**src/rtl/clock_ctrl_pkg.sv**
```systemverilog
// Shared definitions for the CPU clock controller: state encoding,
// default rate divisors and the divider counter width.
package clock_ctrl_pkg;

  localparam int unsigned CNT_W = 24;
  localparam int unsigned TICK_CNT_W = 16;

  localparam int unsigned DEF_RATE0_DIV = 13_500_000;
  localparam int unsigned DEF_RATE1_DIV = 2_700_000;
  localparam int unsigned DEF_RATE2_DIV = 27_000;
  localparam int unsigned DEF_RATE3_DIV = 1;
  localparam int unsigned DEF_DEBOUNCE_CYCLES = 270_000;

  typedef enum logic [1:0] {
    ST_HALTED     = 2'd0,
    ST_RUN        = 2'd1,
    ST_STEP       = 2'd2,
    ST_CPU_HALTED = 2'd3
  } clk_state_e;

endpackage

```
**src/rtl/step_debouncer.sv**
```systemverilog
// Synchronizes and debounces the raw step button, emitting a one-cycle
// pulse on each accepted rising edge of the debounced level.
module step_debouncer #(
  parameter int unsigned DEBOUNCE_CYCLES = 270_000
) (
  input  logic clock_in,
  input  logic reset_n,
  input  logic button_in,
  output logic pulse_out
);

  localparam int unsigned STABLE_W = (DEBOUNCE_CYCLES > 1) ? $clog2(DEBOUNCE_CYCLES) : 1;
  localparam logic [STABLE_W-1:0] STABLE_LAST = STABLE_W'(DEBOUNCE_CYCLES - 1);

  logic                sync_meta;
  logic                sync_q;
  logic                level_q;
  logic                level_prev_q;
  logic [STABLE_W-1:0] stable_cnt;

  // Level only moves after DEBOUNCE_CYCLES consecutive differing samples;
  // a sample matching the current level restarts the count.
  always_ff @(posedge clock_in) begin
    if (!reset_n) begin
      sync_meta    <= 1'b0;
      sync_q       <= 1'b0;
      level_q      <= 1'b0;
      level_prev_q <= 1'b0;
      stable_cnt   <= '0;
      pulse_out    <= 1'b0;
    end else begin
      sync_meta    <= button_in;
      sync_q       <= sync_meta;
      level_prev_q <= level_q;
      pulse_out    <= level_q & ~level_prev_q;
      if (sync_q == level_q) begin
        stable_cnt <= '0;
      end else if (stable_cnt == STABLE_LAST) begin
        level_q    <= sync_q;
        stable_cnt <= '0;
      end else begin
        stable_cnt <= stable_cnt + STABLE_W'(1);
      end
    end
  end

endmodule

```
**src/rtl/cpu_clock_controller.sv**
```systemverilog
// CPU execution clock sequencer: halt / single-step / free-run at four
// rates, producing a one-cycle clock enable plus an LED toggle.
module cpu_clock_controller
  import clock_ctrl_pkg::*;
#(
  parameter int unsigned RATE0_DIV       = DEF_RATE0_DIV,
  parameter int unsigned RATE1_DIV       = DEF_RATE1_DIV,
  parameter int unsigned RATE2_DIV       = DEF_RATE2_DIV,
  parameter int unsigned RATE3_DIV       = DEF_RATE3_DIV,
  parameter int unsigned DEBOUNCE_CYCLES = DEF_DEBOUNCE_CYCLES
) (
  input  logic                  clock_in,
  input  logic                  reset_n,
  input  logic                  run_in,
  input  logic                  step_in,
  input  logic [1:0]            rate_select_in,
  input  logic                  halt_in,
  output logic                  tick_out,
  output logic                  clock_out,
  output logic [1:0]            state_out,
  output logic [TICK_CNT_W-1:0] tick_count_out
);

  logic             run_meta;
  logic             run_sync;
  logic             step_pulse;
  clk_state_e       state_q;
  clk_state_e       state_d;
  logic [CNT_W-1:0] cnt_q;
  logic [CNT_W-1:0] cnt_d;
  logic [CNT_W-1:0] cnt_eff;
  logic [CNT_W-1:0] div_last;
  logic [1:0]       rate_q;
  logic             rate_changed;
  logic             tick_d;

  step_debouncer #(
    .DEBOUNCE_CYCLES(DEBOUNCE_CYCLES)
  ) u_step_debouncer (
    .clock_in (clock_in),
    .reset_n  (reset_n),
    .button_in(step_in),
    .pulse_out(step_pulse)
  );

  // Terminal count for the currently selected rate.
  always_comb begin
    div_last = CNT_W'(RATE0_DIV - 1);
    unique case (rate_select_in)
      2'd0: div_last = CNT_W'(RATE0_DIV - 1);
      2'd1: div_last = CNT_W'(RATE1_DIV - 1);
      2'd2: div_last = CNT_W'(RATE2_DIV - 1);
      2'd3: div_last = CNT_W'(RATE3_DIV - 1);
      default: div_last = CNT_W'(RATE0_DIV - 1);
    endcase
  end

  // A rate change makes this cycle count as position zero of the new period.
  assign rate_changed = (rate_select_in != rate_q);
  assign cnt_eff      = rate_changed ? '0 : cnt_q;

  always_comb begin
    state_d = state_q;
    cnt_d   = '0;
    tick_d  = 1'b0;
    unique case (state_q)
      ST_HALTED: begin
        if (halt_in) begin
          state_d = ST_CPU_HALTED;
        end else if (run_sync) begin
          state_d = ST_RUN;
        end else if (step_pulse) begin
          state_d = ST_STEP;
          tick_d  = 1'b1;
        end
      end
      ST_RUN: begin
        if (halt_in) begin
          state_d = ST_CPU_HALTED;
        end else if (!run_sync) begin
          state_d = ST_HALTED;
        end else if (cnt_eff == div_last) begin
          tick_d = 1'b1;
        end else begin
          cnt_d = cnt_eff + CNT_W'(1);
        end
      end
      ST_STEP: begin
        state_d = ST_HALTED;
      end
      ST_CPU_HALTED: begin
        if (!run_sync && !halt_in) begin
          state_d = ST_HALTED;
        end
      end
      default: begin
        state_d = ST_HALTED;
      end
    endcase
  end

  always_ff @(posedge clock_in) begin
    if (!reset_n) begin
      run_meta       <= 1'b0;
      run_sync       <= 1'b0;
      state_q        <= ST_HALTED;
      cnt_q          <= '0;
      rate_q         <= 2'd0;
      tick_out       <= 1'b0;
      clock_out      <= 1'b0;
      tick_count_out <= '0;
    end else begin
      run_meta <= run_in;
      run_sync <= run_meta;
      state_q  <= state_d;
      cnt_q    <= cnt_d;
      rate_q   <= rate_select_in;
      tick_out <= tick_d;
      if (tick_d) begin
        clock_out      <= ~clock_out;
        tick_count_out <= tick_count_out + TICK_CNT_W'(1);
      end
    end
  end

  assign state_out = 2'(state_q);

endmodule
```
**config.mk**
```make
export PLATFORM = sky130hd
export DESIGN_NAME = cpu_clock_controller
export DESIGN_NICKNAME = d
export VERILOG_FILES = /design/src/rtl/clock_ctrl_pkg.sv /design/src/rtl/step_debouncer.sv /design/src/rtl/cpu_clock_controller.sv
export SDC_FILE = /design/constraint.sdc
export NUM_CORES = 1
export LEC_CHECK = 0
export BUFFER_PORTS_ARGS = -buffer_cell sky130_fd_sc_hd__buf_2
export CAP_MARGIN = 5
export CORE_MARGIN = 5
export CORE_UTILIZATION = 54
export CTS_CLUSTER_DIAMETER = 100
export DETAILED_ROUTE_END_ITERATION = 16
export PLACE_DENSITY = 0.72
export REMOVE_ABC_BUFFERS = 1
export SETUP_SLACK_MARGIN = 0.02
export SYNTH_ARGS = -nofsm -noshare
export SYNTH_HDL_FRONTEND = slang
export SYNTH_HIERARCHICAL = 1
export SYNTH_SLANG_ARGS = --single-unit
```
**constraint.sdc**
```tcl
create_clock -name clock_in -period 8.1 [get_ports clock_in]
set_input_delay 0.81 -clock clock_in [delete_from_list [all_inputs] [get_ports clock_in]]
set_output_delay 0.81 -clock clock_in [all_outputs]
set_load 0.05 [all_outputs]
```
==> out/qor.csv, run 1 <==
metric,value,unit
status,completed,
maxCapViolations,0,
setup.worst_path.end,cnt_q[23],
slew_headroom,36.3,%
slowest_stage,nor4_1,
cts_resized,0,
final_cell_mix,"dfxtp_1 (72), nor2_1 (65), nand2_1 (50)",
synth_top_family_by_area,simple AND/OR/NAND/NOR gates,
path_buf_inv,0,
setup_ws,4930,ps
hold_buffers,0,
viasPerCell,5.62,
worstMarginPinSlew,947,ps
drive_above_1_share,12.4,%
syn_area,3940,um2
synthAdderAreaFrac,0.952,%
num_vias,3272,
internal_power,0.550,mW
syn_inst,461,
postCtsSetupRepairBufs,0,
p_comb_share,4.8,%
leakage,1.48,nW
slew_violations,0,
path_class,reg -> reg,
cp_slowest_stage_delay,850,ps
synth-async-reset-ratio,0,%
skew,9.12,ps
drc,0,
yosys.area_share.simple,31.1,%
clkLatencyLatePin,350,ps
rr_worst_depth,7,
wl_per_cell,14.3,um
synth_ff_type,dfxtp_1,
drtIter0Drc,154,
clkPwrFrac,44.8,%
hp-class,reg -> reg,
ir_worst_vdd,0.154,mV
die_h,95.4,um
initial_core_util,54.9,%
path_cells,"xor2_1, nor2_1, nand2_1, nor4_1, nand4_1, xnor2_1, nor2_1",
final-hold-violation-count,0,
max_freq,0.315,GHz
firstDrtPassIters,5,
fin_crit_sh,39.2,%
grt_overflow,0,
swShare,23.0,%
cp_top_family,simple AND/OR/NAND/NOR gates,
rsz0062_at_grt,no,
synth_compound_area_share,11.9,%
cts_sinks,72,
arrival,3410,ps
startpoint_type,flop,
drtAntennaViolNets,0,
clockBufferDepth,2,
worstReg2RegStart,rate_q[0],
p_sw,0.165,mW
yosysSeqAreaShare,36.6,%
nets,488,
final_common_cell,dfxtp_1,
place.gp.congestion,0.956,
core-area,7180,um2
synthXorXnorAreaFrac,9.33,%
diodes,0,
wl,8340,um
hpwl,5850,um
finalInstanceArea,4240,um2
avgSynthCellArea,8.55,um2
grt_max_degree,40,
grt_usage,19.6,%
grt_pass1_vias,2972,
r2r-end,cnt_q[23],
port_buffers,26,
end_kind,flop,
path_max_fanout,17,
dp_slack,4570,ps
crit_cells,7,
critPathMostFrequentCell,nor2_1,
clk_pin_slew_worst_paths,80,ps
fillers,669,
synth_top_area_share,36.6,%
placed_area,4010,um2
antenna_found_initial,0,
p_total,0.714,mW
r2r_setup_slack,4930,ps
worstPathRequired,8330,ps
synth_edf_count,0,
grt_pass1_wl,14000,um
area_growth,7.52,%
die_w,95.4,um
synth_mux_area_share,3.81,%
cts_buffers,9,
dieArea,9110,um2
fin_setup_tns,0,ps
seq_power_share,50.4,%
yosys_warnings,6,
crit_start,rate_q[0],
root_buffer,clkbuf_8,
synth_seq_cells,72,
min_path_cells,1,
setup-violations-final,0,
fin_crit,3170,ps
ys_top_cells_by_area,"dfxtp_1 (37%), nor2_1 (6.2%), xnor2_1 (5.6%), nand2_1 (4.8%), mux2i_1 (3.8%)",
pwr_density_cell,169,nW/um2
rows,31,
synth.largest_area_cell,dfxtp_1,
ios,27,
synth_cell_types,55,
ctsHtreeMaxLevel,3,
cts_tree,yes,
[cells by family (layout without fill, tap and decap cells)]
family / Yosys count / in the layout
XOR/XNOR: 42 / 42
flip-flops: 72 / 72
multiplexers: 15 / 15
adder cells (fa/ha/maj): 3 / 3
AO/OA/AOI/OAI: 54 / 54
AND/OR/NAND/NOR: 239 / 239
buffers and inverters: 36 / 58
[synthesized netlist by cell type, types with 7 or more instances]
| master | count |
|---|---|
| a211oi_1 | 7 |
| a21oi_1 | 9 |
| and2_1 | 7 |
| and3_1 | 14 |
| dfxtp_1 | 72 |
| inv_1 | 15 |
| mux2i_1 | 15 |
| nand2_1 | 50 |
| nand2b_1 | 14 |
| nand3_1 | 25 |
| nand4_1 | 17 |
| nor2_1 | 65 |
| nor3_1 | 13 |
| nor4_1 | 10 |
| xnor2_1 | 25 |
| xor2_1 | 17 |
[sequential cells by signal, summed over array words and instances (netlist names), 2 cells and up]
register	flops
tick_count_out	16
cnt_q	24
u_step_debouncer/stable_cnt	19
state_out	2
rate_q	2
[layer usage]
layer  part of all wire [%]  vias to the layer above  wire length (um)  track usage [%]
met5                      0                        -                 0                0
met4                    2.1                        0               176             6.75
met3                    4.5                       18               372             5.76
met2                     46                       78              3850             30.5
met1                     47                     1519              3950             26.0
li1                       -                     1657                 -                -
[power by group through the flow]
| stage | Combinational, mW | Sequential [mW] | Clock, mW |
|---|---|---|---|
| floorplan | 0.0198 | 0.370 | 0 |
| global placement | 0.0331 | 0.368 | 0 |
| detailed placement | 0.0341 | 0.368 | 0 |
| CTS | 0.0342 | 0.360 | 0.329 |
| global route | 0.0384 | 0.361 | 0.346 |
| finish | 0.0344 | 0.360 | 0.320 |
[cell type report]
cell class,instances,area (um2),share of cell area [%]
sequential,72,1440,34.0
inverter,15,56.3,1.33
tap,99,124,2.92
timing repair buffer,27,138,3.25
clock inverter,6,90.1,2.13
multi-input combinational,353,2250,53.1
clock buffer,10,138,3.25
[worst min-delay path by stage]
stage	slack [ps]	end	from
after floorplan	370	u_step_debouncer/pulse_out	u_step_debouncer/level_prev_q
after global placement	380	u_step_debouncer/pulse_out	u_step_debouncer/level_prev_q
after detailed placement	390	u_step_debouncer/pulse_out	u_step_debouncer/level_prev_q
after CTS	400	u_step_debouncer/pulse_out	u_step_debouncer/level_prev_q
after global routing	410	u_step_debouncer/pulse_out	u_step_debouncer/level_prev_q
final	390	u_step_debouncer/pulse_out	u_step_debouncer/level_prev_q
[per-stage QoR]
step | std cells | utilization (%) | hold slack (ps)
finish | 582 | 59.1 | 394
floorplan | 440 | - | 368
CTS | 582 | 59.1 | 398
detailed placement | 566 | 55.9 | 387
global placement | 566 | 55.9 | 375
global route | 582 | 59.1 | 414
Power figures use the tool's default switching activity.
==> run 2, diff against run 1 <==
==> constraint.sdc (replaced) <==
create_clock -name clock_in -period 3.3 [get_ports clock_in]
set_input_delay 0.33 -clock clock_in [delete_from_list [all_inputs] [get_ports clock_in]]
set_output_delay 0.33 -clock clock_in [all_outputs]
set_load 0.05 [all_outputs]
==> run 2 against run 1 <==
Power increased by 140%. Wire length grew 0.32%. Critical path type unchanged. Highest routed layer unchanged. Largest cell class unchanged. Die area stayed put. Critical path depth stayed put. Register-to-register slack worse by 4600 ps. Final area up 0.35%. Sequential power rose by 150%. Utilization increased by 0.21 points. Clock power rose by 140%. Non-clock buffer count is 4 higher. Via count up 1.2%. First-iteration DRC count is 3.2% lower.
==> out/qor.csv, run 2 (synthesis results as in run 1) <==
metric,value,unit,change
core-area,7180,um2,unchanged
drtIter0Drc,149,,was 154
fin_crit_sh,90.9,%,was 39.2%
ios,27,,unchanged
clkPwrFrac,43.7,%,was 44.8%
end_kind,flop,,unchanged
dieArea,9110,um2,unchanged
min_path_cells,2,,was 1
maxCapViolations,0,,unchanged
fin_setup_tns,0,ps,unchanged
cts_tree,yes,,unchanged
startpoint_type,flop,,unchanged
hold_buffers,0,,unchanged
grt_usage,20.1,%,was 19.6%
p_sw,0.395,mW,was 0.165 mW
clkLatencyLatePin,340,ps,was 350 ps
seq_power_share,51.2,%,was 50.4%
drc,0,,unchanged
final-hold-violation-count,0,,unchanged
grt_overflow,0,,unchanged
finalInstanceArea,4250,um2,was 4240 um2
drive_above_1_share,12.7,%,was 12.4%
root_buffer,clkbuf_8,,unchanged
status,completed,,unchanged
clk_pin_slew_worst_paths,80,ps,about the same
rr_worst_depth,7,,unchanged
place.gp.congestion,0.891,,was 0.956
diodes,0,,unchanged
wl_per_cell,14.3,um,about the same
rows,31,,unchanged
skew,10.5,ps,was 9.12 ps
grt_max_degree,40,,unchanged
nets,492,,was 488
path_class,reg -> reg,,unchanged
ir_worst_vdd,0.348,mV,was 0.154 mV
antenna_found_initial,0,,unchanged
hpwl,5790,um,was 5850 um
pwr_density_cell,405,nW/um2,was 169 nW/um2
area_growth,7.90,%,was 7.52%
r2r-end,tick_count_out[15],,was cnt_q[23]
ctsHtreeMaxLevel,3,,unchanged
clockBufferDepth,2,,unchanged
final_cell_mix,"dfxtp_1 (72), nor2_1 (65), nand2_1 (50)",,unchanged
num_vias,3310,,was 3272
drtAntennaViolNets,0,,unchanged
max_freq,0.333,GHz,was 0.315 GHz
fin_crit,3000,ps,was 3170 ps
internal_power,1.33,mW,was 0.550 mW
placed_area,4040,um2,was 4010 um2
p_comb_share,5.1,%,was 4.8%
grt_pass1_vias,3125,,was 2972
largest_register_ffs,24,,unchanged
cts_sinks,72,,unchanged
rsz0062_at_grt,no,,unchanged
cts_resized,0,,unchanged
initial_core_util,54.9,%,unchanged
top_register,cnt_q,,unchanged
leakage,1.49,nW,was 1.48 nW
grt_pass1_wl,14500,um,was 14000 um
fillers,658,,was 669
wl,8370,um,was 8340 um
slew_violations,0,,unchanged
p_total,1.72,mW,was 0.714 mW
hold_path_end,u_step_debouncer/sync_meta,,was u_step_debouncer/pulse_out
die_w,95.4,um,unchanged
min_from,step_in,,was u_step_debouncer/level_prev_q
path_max_fanout,17,,unchanged
swShare,22.9,%,was 23.0%
postCtsSetupRepairBufs,0,,unchanged
firstDrtPassIters,4,,was 5
setup-violations-final,0,,unchanged
r2r_setup_slack,300,ps,was 4930 ps
worstPathRequired,3570,ps,was 8330 ps
worstReg2RegStart,rate_q[0],,unchanged
slew_headroom,49.3,%,was 36.3%
port_buffers,26,,unchanged
viasPerCell,5.65,,was 5.62
hp-class,in -> reg,,was reg -> reg
top_regs,"cnt_q: 24 flops, u_step_debouncer/stable_cnt: 19 flops, tick_count_out: 16 flops",,unchanged
die_h,95.4,um,unchanged
cts_buffers,9,,unchanged
final_common_cell,dfxtp_1,,unchanged
arrival,3270,ps,was 3410 ps
worstMarginPinSlew,758,ps,was 947 ps
[run 2: cell types whose count changed in the layout (fill, tap and decap cells not counted)]
cell      before  now
buf_4          1    5
clkbuf_1       0    2
clkbuf_8      10    9
inv_6          1    0
[run 2: power groups by stage]
stage,Sequential [mW],Combinational (mW),Clock (mW)
floorplan,0.908,0.0486,0
global placement,0.903,0.0847,0
detailed placement,0.904,0.0865,0
CTS,0.883,0.0870,0.776
global route,0.885,0.0976,0.816
finish,0.884,0.0879,0.753
[run 2: worst max-delay path by stage]
stage / start / endpoint / slack [ps] / cells past startpoint
6_report: rate_q[0] / tick_count_out[15] / 300 / 7
5_1_grt: rate_q[0] / tick_count_out[15] / 40 / 7
4_1_cts: rate_q[0] / tick_count_out[15] / 300 / 7
3_5_place_dp: rate_select_in[1] / tick_count_out[15] / 350 / 8
3_3_place_gp: rate_select_in[1] / tick_count_out[15] / 430 / 8
2_1_floorplan: rate_q[0] / tick_count_out[11] / 520 / 7
[run 2: worst max-delay path: stages (launching register included)]
cell       delay (ps)
dfxtp_1           660
xor2_1            460
nor2_1            140
o31ai_1           110
nand4_1           190
or4_4             670
a2111oi_2         450
mux2i_1           230
[run 2: routing by layer]
layer	GRT usage, %	routed length, um	part of all wire (%)	vias to the layer above
li1	-	-	-	1669
met1	26.6	3890	47	1551
met2	30.6	3890	46	74
met3	5.29	377	4.5	16
met4	9.36	206	2.5	0
met5	0	0	0	-
[run 2: final cells by class]
class,count,area (um2),area share [%]
inverters,15,56.3,1.32
clock inverters,5,81.3,1.91
multi-input cells,353,2250,52.9
flip-flops and latches,72,1440,33.9
clock buffers,11,131,3.09
repair buffers,31,168,3.94
well taps,99,124,2.91
[run 2: per-stage QoR]
stage	utilization [%]	worst slack, ps	instances	hold slack [ps]
after detailed placement	56.3	349	570	380
after CTS	59.3	298	586	171
final	59.3	299	586	195
after floorplan	-	521	440	368
after global routing	59.3	43.3	586	172
after global placement	56.3	433	570	386
==> run 3, diff against run 2 <==
--- a/config.mk
+++ b/config.mk
@@ -8,10 +8,10 @@
 export BUFFER_PORTS_ARGS = -buffer_cell sky130_fd_sc_hd__buf_2
 export CAP_MARGIN = 5
 export CORE_MARGIN = 5
-export CORE_UTILIZATION = 54
+export CORE_UTILIZATION = 60
 export CTS_CLUSTER_DIAMETER = 100
 export DETAILED_ROUTE_END_ITERATION = 16
-export PLACE_DENSITY = 0.72
+export PLACE_DENSITY = 0.79
 export REMOVE_ABC_BUFFERS = 1
 export SETUP_SLACK_MARGIN = 0.02
 export SYNTH_ARGS = -nofsm -noshare
==> run 3 against run 2 <==
Fmax decreased by 2.0%. Power increased by 2.4%. Die area shrank 9.0%. First-iteration DRC count increased by 26%. Combinational power increased by 0.7%. Global-route usage rose by 1.2 points. Non-clock buffer count rose by 1. Sequential share of layout area about the same. Clock power is 5.3% higher. Critical path type unchanged. Largest power group unchanged. Highest routed layer unchanged.
==> out/qor.csv, run 3 (synthesis results as in run 1) <==
metric,value,unit,change
fin_crit_sh,92.8,%,was 90.9%
ir_worst_vdd,0.293,mV,was 0.348 mV
initial_core_util,61.7,%,was 54.9%
seq_power_share,50.1,%,was 51.2%
rsz0062_at_grt,no,,unchanged
grt_max_degree,39,,was 40
firstDrtPassIters,5,,was 4
num_vias,3345,,was 3310
fin_worst_hold_slack,185,ps,was 195 ps
rows,29,,was 31
slew_violations,0,,unchanged
core-area,6390,um2,was 7180 um2
maxCapViolations,0,,unchanged
port_buffers,26,,unchanged
fin_crit,3060,ps,was 3000 ps
grt_overflow,0,,unchanged
slew_headroom,49.1,%,was 49.3%
ctsHtreeMaxLevel,3,,unchanged
drtIter0Drc,188,,was 149
clk_pin_slew_worst_paths,80,ps,about the same
hold_buffers,0,,unchanged
leakage,1.51,nW,was 1.49 nW
die_h,91.1,um,was 95.4 um
final_common_cell,dfxtp_1,,unchanged
hpwl,5790,um,about the same
pwr_density_cell,415,nW/um2,was 405 nW/um2
path_class,reg -> reg,,unchanged
largest_register_ffs,24,,unchanged
wl,8470,um,was 8370 um
cts_sinks,72,,unchanged
startpoint_type,flop,,unchanged
ios,27,,unchanged
grt_pass1_vias,3221,,was 3125
fin_setup_tns,0,ps,unchanged
antenna_found_initial,0,,unchanged
wl_per_cell,15.0,um,was 14.3 um
worstMarginPinSlew,761,ps,was 758 ps
final_cell_mix,"dfxtp_1 (72), nor2_1 (65), nand2_1 (50)",,unchanged
skew,7.52,ps,was 10.5 ps
area_growth,7.84,%,was 7.90%
drc,0,,unchanged
postCtsSetupRepairBufs,0,,unchanged
drtAntennaViolNets,0,,unchanged
worstPathRequired,3570,ps,about the same
clkLatencyLatePin,340,ps,about the same
nets,493,,was 492
max_freq,0.326,GHz,was 0.333 GHz
swShare,22.5,%,was 22.9%
dieArea,8290,um2,was 9110 um2
p_sw,0.397,mW,was 0.395 mW
root_buffer,clkbuf_8,,unchanged
hp-class,in -> reg,,unchanged
path_max_fanout,17,,unchanged
grt_pass1_wl,14800,um,was 14500 um
drive_above_1_share,13.3,%,was 12.7%
p_comb_share,5.0,%,was 5.1%
clockBufferDepth,2,,unchanged
end_kind,flop,,unchanged
top_register,cnt_q,,unchanged
p_total,1.77,mW,was 1.72 mW
cts_resized,0,,unchanged
grt_usage,21.3,%,was 20.1%
top_regs,"cnt_q: 24 flops, u_step_debouncer/stable_cnt: 19 flops, tick_count_out: 16 flops",,unchanged
final-hold-violation-count,0,,unchanged
clkPwrFrac,44.9,%,was 43.7%
diodes,0,,unchanged
cts_buffers,9,,unchanged
status,completed,,unchanged
die_w,91.1,um,was 95.4 um
cts_tree,yes,,unchanged
internal_power,1.37,mW,was 1.33 mW
setup-violations-final,0,,unchanged
place.gp.congestion,0.896,,was 0.891
arrival,3330,ps,was 3270 ps
viasPerCell,5.92,,was 5.65
[run 3: cell types whose count changed in the layout (fill, tap and decap cells not counted), sizes merged]
cell,before,now
buf,31,32
clkinvlp,1,0
clkinv,2,3
[run 3: metrics by stage]
step	cells	setup slack, ps	instance area [um2]	utilization, %
final	565	237	4250	66.6
after global routing	565	33.3	4250	66.6
after CTS	565	287	4250	66.6
after detailed placement	549	352	4020	63.0
after global placement	549	423	4020	63.0
after floorplan	440	521	3750	-
[run 3: per-layer routing]
layer	global-route usage [%]	wire, um	vias up
met2	32.7	4040	91
met1	28.1	3820	1565
met4	9.54	176	0
li1	-	-	1670
met3	5.87	426	19
met5	0	0	-
[run 3: area by class of cell]
type	instances	area (um2)
fill	525	2140
inverter	15	56.3
timing repair buffer	32	175
multi-input combinational	353	2250
clock buffer	11	151
sequential	72	1440
clock inverter	5	78.8
tap	77	96.3
[run 3: final timing paths]
kind | start | endpoint | slack [ps] | cells past startpoint
setup / recovery | rate_q[0] | tick_count_out[15] | 240 | 7
setup reg to reg | rate_q[0] | tick_count_out[15] | 240 | 7
hold reg to reg | u_step_debouncer/level_prev_q | u_step_debouncer/pulse_out | 400 | 1
hold / removal | run_in | run_meta | 190 | 2
[run 3: worst max-delay path, cell delays in order, from the launching register on]
cell and delay [ps]:
dfxtp_1 670, xor2_1 450, nor2_1 140, o31ai_1 110
nand4_1 200, or4_4 670, a2111oi_2 510, mux2i_1 240
[run 3: power by group through the flow]
stage               logic (mW)  registers [mW]  clock network [mW]
floorplan               0.0486           0.908                   0
CTS                     0.0872           0.884               0.810
detailed placement      0.0865           0.904                   0
finish                  0.0885           0.884               0.793
global route            0.0974           0.885               0.861
global placement        0.0844           0.903                   0
